===== src/rtl/frame_pixel_writer.sv =====
// Pixel-plot sink: clips off-screen pixels, buffers accepted ones in a small FIFO
// and commits them to the 160x120 framebuffer, with a flush handshake for the sequencer.
module frame_pixel_writer #(
    parameter int SCREEN_W    = 160,
    parameter int SCREEN_H    = 120,
    parameter int COLOR_DEPTH = 9,
    parameter int FIFO_DEPTH  = 8,
    parameter int ADDR_WIDTH  = 15
) (
    input  logic                   clock,
    input  logic                   resetn,
    input  logic [7:0]             x,
    input  logic [6:0]             y,
    input  logic [COLOR_DEPTH-1:0] color,
    input  logic                   plot,
    output logic                   ready,
    input  logic                   fb_busy,
    output logic [ADDR_WIDTH-1:0]  fb_address,
    output logic [COLOR_DEPTH-1:0] fb_data,
    output logic                   fb_wren,
    input  logic                   flush_req,
    output logic                   flush_done,
    output logic [7:0]             clip_count,
    output logic                   overflow,
    input  logic                   clear_status
);

    // Handshake: a pixel is taken on an edge with plot=1 and ready=1; plot while
    // ready=0 drops the pixel (sets overflow). There is no backpressure on the
    // drawing engines beyond ready, and off-screen pixels are always consumed.

    localparam int ENTRY_W = 8 + 7 + COLOR_DEPTH;
    localparam int PTR_W   = $clog2(FIFO_DEPTH);
    localparam int CNT_W   = PTR_W + 1;
    localparam logic [7:0] X_LIM = 8'(SCREEN_W);
    localparam logic [6:0] Y_LIM = 7'(SCREEN_H);
    localparam logic [CNT_W-1:0] FULL_CNT = CNT_W'(FIFO_DEPTH);

    typedef enum logic [1:0] {
        ST_IDLE,
        ST_DRAIN,
        ST_DONE
    } state_t;

    logic [ENTRY_W-1:0]     mem_q [FIFO_DEPTH];
    logic [PTR_W-1:0]       wr_ptr_q, wr_ptr_d;
    logic [PTR_W-1:0]       rd_ptr_q, rd_ptr_d;
    logic [CNT_W-1:0]       count_q, count_d;
    logic [ADDR_WIDTH-1:0]  fb_address_q, fb_address_d;
    logic [COLOR_DEPTH-1:0] fb_data_q, fb_data_d;
    logic                   fb_wren_q, fb_wren_d;
    logic [7:0]             clip_count_q, clip_count_d;
    logic                   overflow_q, overflow_d;
    state_t                 state_q, state_d;

    logic                   in_range;
    logic                   push;
    logic                   pop;
    logic [ENTRY_W-1:0]     head;
    logic [7:0]             head_x;
    logic [6:0]             head_y;
    logic [COLOR_DEPTH-1:0] head_color;
    logic [ADDR_WIDTH-1:0]  head_y_w;

    assign head       = mem_q[rd_ptr_q];
    assign head_x     = head[ENTRY_W-1 -: 8];
    assign head_y     = head[COLOR_DEPTH +: 7];
    assign head_color = head[COLOR_DEPTH-1:0];
    assign head_y_w   = ADDR_WIDTH'(head_y);

    always_comb begin
        in_range     = (x < X_LIM) && (y < Y_LIM);
        ready        = (count_q != FULL_CNT);
        push         = plot && in_range && ready;
        pop          = (count_q != '0) && !fb_busy;

        wr_ptr_d     = push ? wr_ptr_q + PTR_W'(1) : wr_ptr_q;
        rd_ptr_d     = pop  ? rd_ptr_q + PTR_W'(1) : rd_ptr_q;
        count_d      = count_q + CNT_W'(push) - CNT_W'(pop);

        // y*160 + x as two shifts and an add
        fb_address_d = pop ? (head_y_w << 7) + (head_y_w << 5) + ADDR_WIDTH'(head_x)
                           : fb_address_q;
        fb_data_d    = pop ? head_color : fb_data_q;
        fb_wren_d    = pop;

        clip_count_d = clip_count_q;
        overflow_d   = overflow_q;
        if (clear_status) begin
            clip_count_d = '0;
            overflow_d   = 1'b0;
        end else begin
            if (plot && !in_range && clip_count_q != 8'hFF)
                clip_count_d = clip_count_q + 8'd1;
            if (plot && in_range && !ready)
                overflow_d = 1'b1;
        end
    end

    // A push on the same edge would leave an unwritten pixel, so it blocks leaving DRAIN
    always_comb begin
        state_d    = state_q;
        flush_done = 1'b0;
        case (state_q)
            ST_IDLE:  if (flush_req) state_d = ST_DRAIN;
            ST_DRAIN: if (count_q == '0 && !pop && !push) state_d = ST_DONE;
            ST_DONE: begin
                flush_done = 1'b1;
                state_d    = ST_IDLE;
            end
            default:  state_d = ST_IDLE;
        endcase
    end

    always_ff @(posedge clock or negedge resetn) begin
        if (!resetn) begin
            wr_ptr_q     <= '0;
            rd_ptr_q     <= '0;
            count_q      <= '0;
            fb_address_q <= '0;
            fb_data_q    <= '0;
            fb_wren_q    <= 1'b0;
            clip_count_q <= '0;
            overflow_q   <= 1'b0;
            state_q      <= ST_IDLE;
        end else begin
            wr_ptr_q     <= wr_ptr_d;
            rd_ptr_q     <= rd_ptr_d;
            count_q      <= count_d;
            fb_address_q <= fb_address_d;
            fb_data_q    <= fb_data_d;
            fb_wren_q    <= fb_wren_d;
            clip_count_q <= clip_count_d;
            overflow_q   <= overflow_d;
            state_q      <= state_d;
        end
    end

    // Storage needs no reset: occupancy and pointers define which entries are live
    always_ff @(posedge clock) begin
        if (push) mem_q[wr_ptr_q] <= {x, y, color};
    end

    assign fb_address = fb_address_q;
    assign fb_data    = fb_data_q;
    assign fb_wren    = fb_wren_q;
    assign clip_count = clip_count_q;
    assign overflow   = overflow_q;

endmodule


===== config.mk =====
export PLATFORM = sky130hd
export DESIGN_NAME = frame_pixel_writer
export DESIGN_NICKNAME = d
export VERILOG_FILES = /design/src/rtl/frame_pixel_writer.sv
export SDC_FILE = /design/constraint.sdc
export NUM_CORES = 1
export LEC_CHECK = 0
export ABC_CLOCK_PERIOD_IN_PS = 3100
export CAP_MARGIN = 10
export CORE_AREA = 10 10 146 148
export DETAILED_ROUTE_END_ITERATION = 10
export DIE_AREA = 0 0 156 158
export PLACE_DENSITY = 0.72
export SYNTH_ARGS = -nofsm -noshare
export SYNTH_HDL_FRONTEND = slang
export SYNTH_SLANG_ARGS = --single-unit

===== constraint.sdc =====
create_clock -name clock -period 3.1 [get_ports clock]
set_input_delay 0.775 -clock clock [delete_from_list [all_inputs] [get_ports clock]]
set_output_delay 0.775 -clock clock [all_outputs]
set_load 0.02 [all_outputs]

* Word level (Yosys, flattened, before mapping)
Memory sizes are Yosys's and may differ from the RTL's. Cells that the tools add are included.
Word-level totals: output and inout bits 36, bits of input ports 30, flip-flop bits (word level) 46, memories 1, logic and storage cells 55, RAM bits 192
Memories:
- mem_q | words 8, bits a word 24, read ports 1, clocked after Yosys merged registers in 0, wr ports 1, RTL line 45 | logic [ENTRY_W-1:0] mem_q [FIFO_DEPTH];
Cells by class: muxes and demuxes 10, reductions and logical operators 20, $add $sub $neg 7, equality and inequality tests 6, order comparisons 2
Operator list (count):
- 2-to-1 mux 8 bit | 2
- adder 14 x 12 -> 15 bit | 1
- adder 15 x 8 -> 15 bit | 1
- logical AND 1 bit | 9
- adder 8 x 1 -> 8 bit, second input constant | 1
- less-than comparator 8 bit, second input constant | 1
- inequality test 8 bit, second input constant | 1
- less-than comparator 7 bit, second input constant | 1
- adder 3 x 1 -> 3 bit, second input constant | 2
- zero test 1 bit | 5
- 2-to-1 mux 1 bit | 5
- adder 4 x 1 -> 4 bit | 1
- zero test 4 bit | 1
- 2-to-1 mux 2 bit | 2
- inequality test 2 bit, second input constant | 2
- inequality test 4 bit, second input constant | 1
- one-hot mux 2 bit (2 select lines) | 1
- nonzero test 2 bit | 2
- nonzero test 4 bit | 1
- subtractor 4 x 1 -> 4 bit | 1
- equality test 2 x 1 -> 1 bit, second input constant | 1
- equality test 2 bit, second input constant | 1
- zero test 2 bit | 1
- AND reduction 2 bit | 1

* Depth between registers and ports, before layout
Gate-level depths: netlist of the first run.
depth after elaboration 8, gate-level depth with buffers 14, depth with buffers taken out 12

* Worst setup path before layout of the first run
Ideal clock, no wire load.
kind input to register, start point input x[6], end point memory mem_q[0][0] (netlist bit) (enable), arrival 3.066 ns, buffers on the path 0, slack -0.401 ns, cell stages on the path 5, required time 2.665 ns, setup time 0.435 ns, cell sequence o21ai_1 nand3_1 a21oi_2 nand2b_1 nor3_1
On the way: cells in the longest elaborated chain, start to end 6
Ends and longest elaborated chain:
- start: declaration | RTL line 12 | input logic [7:0] x,
- less-than comparator 8 bit | RTL line 72 | in_range = (x < X_LIM) && (y < Y_LIM);
- logical AND 1 bit | RTL line 72
- logical AND 1 bit (2 in a row) | RTL line 74 | push = plot && in_range && ready;
- 2-to-1 mux 1 bit | RTL line 141 | if (push) mem_q[wr_ptr_q] <= {x, y, color};
- 2-to-1 mux 1 bit (implied by the code) | RTL line 141
- end: declaration | RTL line 45
No other way between the ends.

* Worst setup path after layout of the first run
start point register rd_ptr_q[0], end point register fb_address_q[13], in the netlist fb_address[13]
On the way: cells in the longest elaborated chain, start to end 3
Ends and longest elaborated chain:
- start: declaration | RTL line 47 | logic [PTR_W-1:0] rd_ptr_q, rd_ptr_d;
- start signal: assignment | RTL line 128 | rd_ptr_q <= rd_ptr_d;
- memory (8 x 24 bit) (*)
- adder 14 x 12 -> 15 bit | RTL line 82 | fb_address_d = pop ? (head_y_w << 7) + (head_y_w << 5) + ADDR_WIDTH'(head_x)
- adder 15 x 8 -> 15 bit (*) | RTL line 82
- end signal: assignment | RTL line 130 | fb_address_q <= fb_address_d;
- end: declaration | RTL line 49 | logic [ADDR_WIDTH-1:0] fb_address_q, fb_address_d;
Every way passes the cells marked *; elsewhere a longest branch is shown, timed or not. A chain may end at the register's enable or synchronous reset.

==> results of run 1 <==
-- per-stage QoR --
stage / utilization / hold slack, ns
global placement: 0.592 / 0.430
floorplan: - / 0.411
finish: 0.646 / 0.364
detailed placement: 0.592 / 0.447
global route: 0.646 / 0.414
CTS: 0.641 / 0.387
-- worst paths after layout --
path | from | end
hold reg to reg | state_q[1] | state_q[0]
max in group asynchronous | resetn | rd_ptr_q[0]
setup / recovery | rd_ptr_q[0] | fb_address[13]
min in group clock | state_q[1] | state_q[0]
hold / removal | resetn | state_q[0]
setup reg to reg | rd_ptr_q[0] | fb_address[13]
-- report_power, final --
group | switching, uW | internal [uW] | total (uW)
sequential | 224 | 3950 | 4170
combinational | 2740 | 2740 | 5480
clock | 1140 | 1750 | 2880
-- area by class of cell --
cell class                 instances  area, um^2
sequential                       238        6920
fill                            1212        6540
multi-input combinational        254        2690
timing repair buffer             113        1150
clock buffer                      30         654
tap                              234         293
clock inverter                    15         150
inverter                          15        56.3
-- critical path: stages (launching register included) --
cell and delay, ns:
dfrtp_2 0.40, buf_12 0.15, buf_8 0.13, mux4_2 0.54, mux2i_4 0.21, fa_2 0.50, inv_2 0.09, ha_4 0.21
a211oi_4 0.27, nor3_2 0.07, o21ai_1 0.20, a21o_1 0.15, a31oi_1 0.08
-- state kept, by name, summed over array words and instances, names as in the netlist --
register	cells
clip_count	8
count_q	4
fb_address	15
fb_data	9
fb_wren	1
mem_q	192
overflow	1
rd_ptr_q	3
state_q	2
wr_ptr_q	3
-- cell usage in the layout, fill, tap and decap left out, types with 3 or more instances in the layout --
master	instances
edfxtp_1	192
dfrtp_1	44
nor2_1	16
clkinv_1	3
inv_1	10
nand3_1	5
clkbuf_1	4
nand2_1	47
inv_2	5
o21ai_1	25
clkbuf_16	25
buf_12	11
a21oi_1	4
clkinv_2	8
buf_4	35
xnor2_1	11
xor2_1	4
nor2_2	6
mux2i_1	14
ha_1	16
clkdlybuf4s50_1	64
nor4_1	3
nand2b_1	4
bufinv_16	3
mux4_2	48
a21o_1	5
mux2i_4	3
ha_4	6
mux2_2	6
-- metal layers --
metal,GRT usage,part of all wire,vias up
met4,0.0477,0.018,0
met3,0.0320,0.059,30
met1,0.207,0.41,2629
met2,0.282,0.51,144
li1,-,-,2297
met5,0,0,-
-- kinds of logic after synthesis --
| logic type | after synthesis | share of synthesized area |
|---|---|---|
| buf+inv | 34 | 0.0166 |
| mux | 72 | 0.139 |
| compound gates | 48 | 0.0294 |
| simple gates | 94 | 0.0429 |
| xor+xnor | 15 | 0.0137 |
| fa+ha+maj | 25 | 0.0350 |
| flops | 238 | 0.723 |
-- repair_timing --
| item | 4_1_cts | 5_1_grt |
|---|---|---|
| setup buffers | 4 | 0 |
| pin swaps | 2 | 13 |
| endpoints found under the setup margin | 4 | 6 |
| gates cloned | 0 | 0 |
| gates resized for setup | 14 | 11 |
==> results.md, run 1 <==
- ANT nets after route: 0
- Synth area leaders: edfxtp_1, dfrtp_1, mux4_2
- Worst r2r path cells: 12
- CP arrival: 3.51 ns
- Total power: 12500 uW
- Post-synth top area share: 0.603
- Final Cycle Share: 1.01
- WS Path Type: register to register
- Fin. max-slew vios: 0
- Diodes inserted: 0
- HPWL after DPL: 12.0 mm
- First DRT Iteration DRCs: 274
- CTS Sinks: 238
- Final min period: 3.13 ns
- Pwr dens: 1050 nW/um^2
- Final Hold Vio Count: 0
- # IOs: 66
- Core footprint: 18500 um^2
- Vias per cell: 5.67
- CTS clk-pin slew, worst paths: 0.06 ns
- Endpoints failing setup: 2
- Most common cell in the synthesized netlist: edfxtp_1
- Flop-to-flop setup slack: -0.03 ns
- Asr flop ratio synth: 0.193
- Synth-to-layout area growth: 24.6%
- Maximum clock path buffer count: 3
- Avg Cell Area, Syn: 18.2 um^2
- Hold Crit Class: input pin to async pin
- Slew margin rel.: 0.554
- CP Launch Type: register
- Clock skew: 0.0107 ns
- Failing checks: setup timing
- Setup ws final: -0.0259 ns
- Initial antenna violation count: 0
- Top post-synthesis cells by count: edfxtp_1, mux4_2, nand2_1, dfrtp_1, o21ai_1
- Syn nets: 581
- Vias: 5100
- Dpl cell area: 10900 um^2
- Vias in the first global route: 5407
- Largest area contributor in the synthesized netlist: edfxtp_1
- Drt pass-1 iters: 4
- Worst skew pair latency: 0.52 ns
- Layout cells sized above 1: 0.265
- Max VDD drop: 0.000526 V
- Unrepaired setup endpoints after global routing: true
- Global placement routability congestion: 0.798
- DP Cell Count: 850
- Crit. End Element: register
- Root Driver: clkbuf_16
- Final net count: 702
- Placement Rows: 50
- #FFs+latches synth: 238
- Outcome: finished, violations left
- Number of synthesized flops with an enable pin: 192
- Leak pwr: 0.00423 uW
- TNS Setup: -0.0454 ns
- Most used flip-flop cell after synthesis: edfxtp_1
- Final instance area: 11900 um^2
- Worst slack at placement: -0.0695 ns
- First-pass GRT wire length: 31.1 mm
- Synthesized instance count: 526
- Largest net degree at the start of global routing: 47
- Seq/Total Area, Yosys: 0.723
- Wire length per cell: 22.0 um
- Actual slew at the worst max-slew pin: 0.669 ns
- CP required: 3.49 ns
- Max H-tree Level: 1
- Achievable frequency: 320 MHz
- Cell Area, Synth: 9570 um^2
- Critical path peak fanout: 7
- TritonCTS buffer count: 25
- CTS Hold Buffers Added: 0
- Post-synthesis cell type count: 40
- Port Buffers: 65
- Total track usage: 0.164
- Global route total overflow: 0
- Final WL: 19.8 mm
- Post-Layout Cell Count: 899
- Die area: 24600 um^2
- Die width: 156 um
- Die Y: 158 um
- Maximum Capacitance Violations: 0
- YS warnings: 0
- CTS tree: yes
- Residual DRC: 0
- Starting Density: 0.518
No activity file was read; power rests on OpenSTA's default activity.
==> inputs of run 2 (changes only) <==
- CORE_AREA: 10 10 146 148 -> 10 10 157 159
- DIE_AREA: 0 0 156 158 -> 0 0 167 169
- PLACE_DENSITY: 0.72 -> 0.63
==> run 2 against run 1 <==
  * Register-to-register slack better by 0.098 ns
  * Hold slack lost 0.10 ns
  * Critical endpoint is now fb_address[11]
  * The run now ends clean
  * Largest cell class unchanged
  * Maximum frequency rose by 3.2%
  * Clock skew is 0.017 ns higher
==> results.md, run 2 (synthesis gave the netlist of run 1 again) <==
- Root Driver: clkbuf_16
- Actual slew at the worst max-slew pin: 0.640 ns
- Worst skew pair latency: 0.54 ns
- GRT met2 Usage: 0.238
- First DRT Iteration DRCs: 345
- Global placement routability congestion: 0.730
- Vias per cell: 5.25
- # IOs: 66
- RR Endpoint: fb_address[11]
- Total track usage: 0.137
- Vias in the first global route: 5381
- Final net count: 702
- Largest Register: mem_q
- CP required: 3.47 ns
- Fill count: 1647
- First-pass GRT wire length: 30.7 mm
- Placement Rows: 54
- Drt pass-1 iters: 4
- Area of the multi-input gates: 2720 um^2
- Maximum clock path buffer count: 3
- TritonCTS buffer count: 25
- ANT nets after route: 0
- Pwr dens: 1050 nW/um^2
- Max H-tree Level: 1
- Die width: 167 um
- CTS Sinks: 238
- Post-Layout Cell Count: 945
- Die area: 28200 um^2
- Die Y: 169 um
- Critical path peak fanout: 7
- CP Launch Type: register
- Post-layout util: 0.559
- Hold Crit Class: input pin to async pin
- Global route total overflow: 0
- HPWL after DPL: 12.1 mm
- Largest net degree at the start of global routing: 47
- Final WL: 19.5 mm
- WS Path Type: register to register
- Setup crit start: rd_ptr_q[0]
- Unrepaired setup endpoints after global routing: true
- CP arrival: 3.40 ns
- Crit. End Element: register
- Maximum Capacitance Violations: 0
- M3 GR Usage: 0.0313
- DP Cell Count: 891
- Final Cycle Share: 0.977
- Max VDD drop: 0.000613 V
- Storage element area: 6920 um^2
- Fin. max-slew vios: 0
- Grt met1 use: 0.172
- Core footprint: 21600 um^2
- Outcome: finished, final reports clean
- Port Buffers: 65
- Worst setup path endpoint: fb_address[11]
- Largest register FFs: 192
- Gr busiest metal: met2
- Final min period: 3.03 ns
- Leak pwr: 0.00425 uW
- Synth-to-layout area growth: 25.9%
- Min Hold Slack: 0.259 ns
- Final Hold Vio Count: 0
- Diodes inserted: 0
- Initial antenna violation count: 0
- Vias: 4960
- Total power: 12700 uW
- Starting Density: 0.444
- Endpoints failing setup: 0
- Residual DRC: 0
- Worst r2r path cells: 12
- Crit Reg-Reg Startpoint: rd_ptr_q[0]
- CTS tree: yes
- Wire length per cell: 20.6 um
- Clock skew: 0.0281 ns
- CTS clk-pin slew, worst paths: 0.06 ns
- Commonest non-fill, non-tap cell in the layout: edfxtp_1
- Slew margin rel.: 0.574
- Achievable frequency: 330 MHz
- Most frequent cells in the layout: edfxtp_1, clkdlybuf4s50_1, mux4_2
- Layout cells sized above 1: 0.275
- Flop-to-flop setup slack: 0.07 ns
-- run 2: worst min path at each step --
stage	to	slack [ns]	cells after the start
detailed placement	state_q[0]	0.43	1
CTS	state_q[1]	0.27	1
finish	state_q[1]	0.26	1
floorplan	state_q[0]	0.41	1
global route	clip_count[6]	0.29	1
global placement	state_q[0]	0.43	1
-- run 2: routing by layer --
layer / part of all wire / vias up
met5: 0 / -
met4: 0.011 / 0
met3: 0.057 / 19
met2: 0.50 / 112
met1: 0.43 / 2534
li1: - / 2295
-- run 2: worst max-delay path, cell delays in order, from the launching register on --
cell      delay [ns]
dfrtp_2         0.38
buf_12          0.13
buf_8           0.13
mux4_2          0.53
mux2i_4         0.20
fa_2            0.52
inv_2           0.09
ha_4            0.20
a211oi_4        0.20
o21bai_1        0.09
a21oi_1         0.17
xor2_1          0.16
o21ai_1         0.07
-- run 2: cell type report --
class / instances / share of cell area
clock buffer: 27 / 0.0534
clock inverter: 18 / 0.0154
inverter: 15 / 0.00467
multi-input combinational: 254 / 0.226
sequential: 238 / 0.575
tap: 280 / 0.0291
timing repair buffer: 113 / 0.0972
-- run 2: stage by stage --
step / instance area (um^2) / TNS (ns) / setup WS, ns
global placement: 10900 / 0 / 0.0235
CTS: 11900 / 0 / 0.00325
finish: 12000 / 0 / 0.0720
detailed placement: 10900 / -0.156 / -0.0556
floorplan: 9590 / 0 / 0.0122
global route: 12000 / -0.433 / -0.137
-- run 2: repair_timing --
| item | CTS | global route |
|---|---|---|
| buffers inserted | 7 | 2 |
| gates resized for setup | 17 | 17 |
| setup endpoints to repair | 4 | 6 |
| pin swaps | 9 | 9 |
| hold buffers | 0 | 0 |
-- run 2: report_power, final --
| part | internal [uW] | total (uW) | switching (uW) |
|---|---|---|---|
| sequential | 3950 | 4200 | 248 |
| clock | 1760 | 2960 | 1210 |
| combinational | 2840 | 5520 | 2680 |
| total | 8550 | 12700 | 4130 |
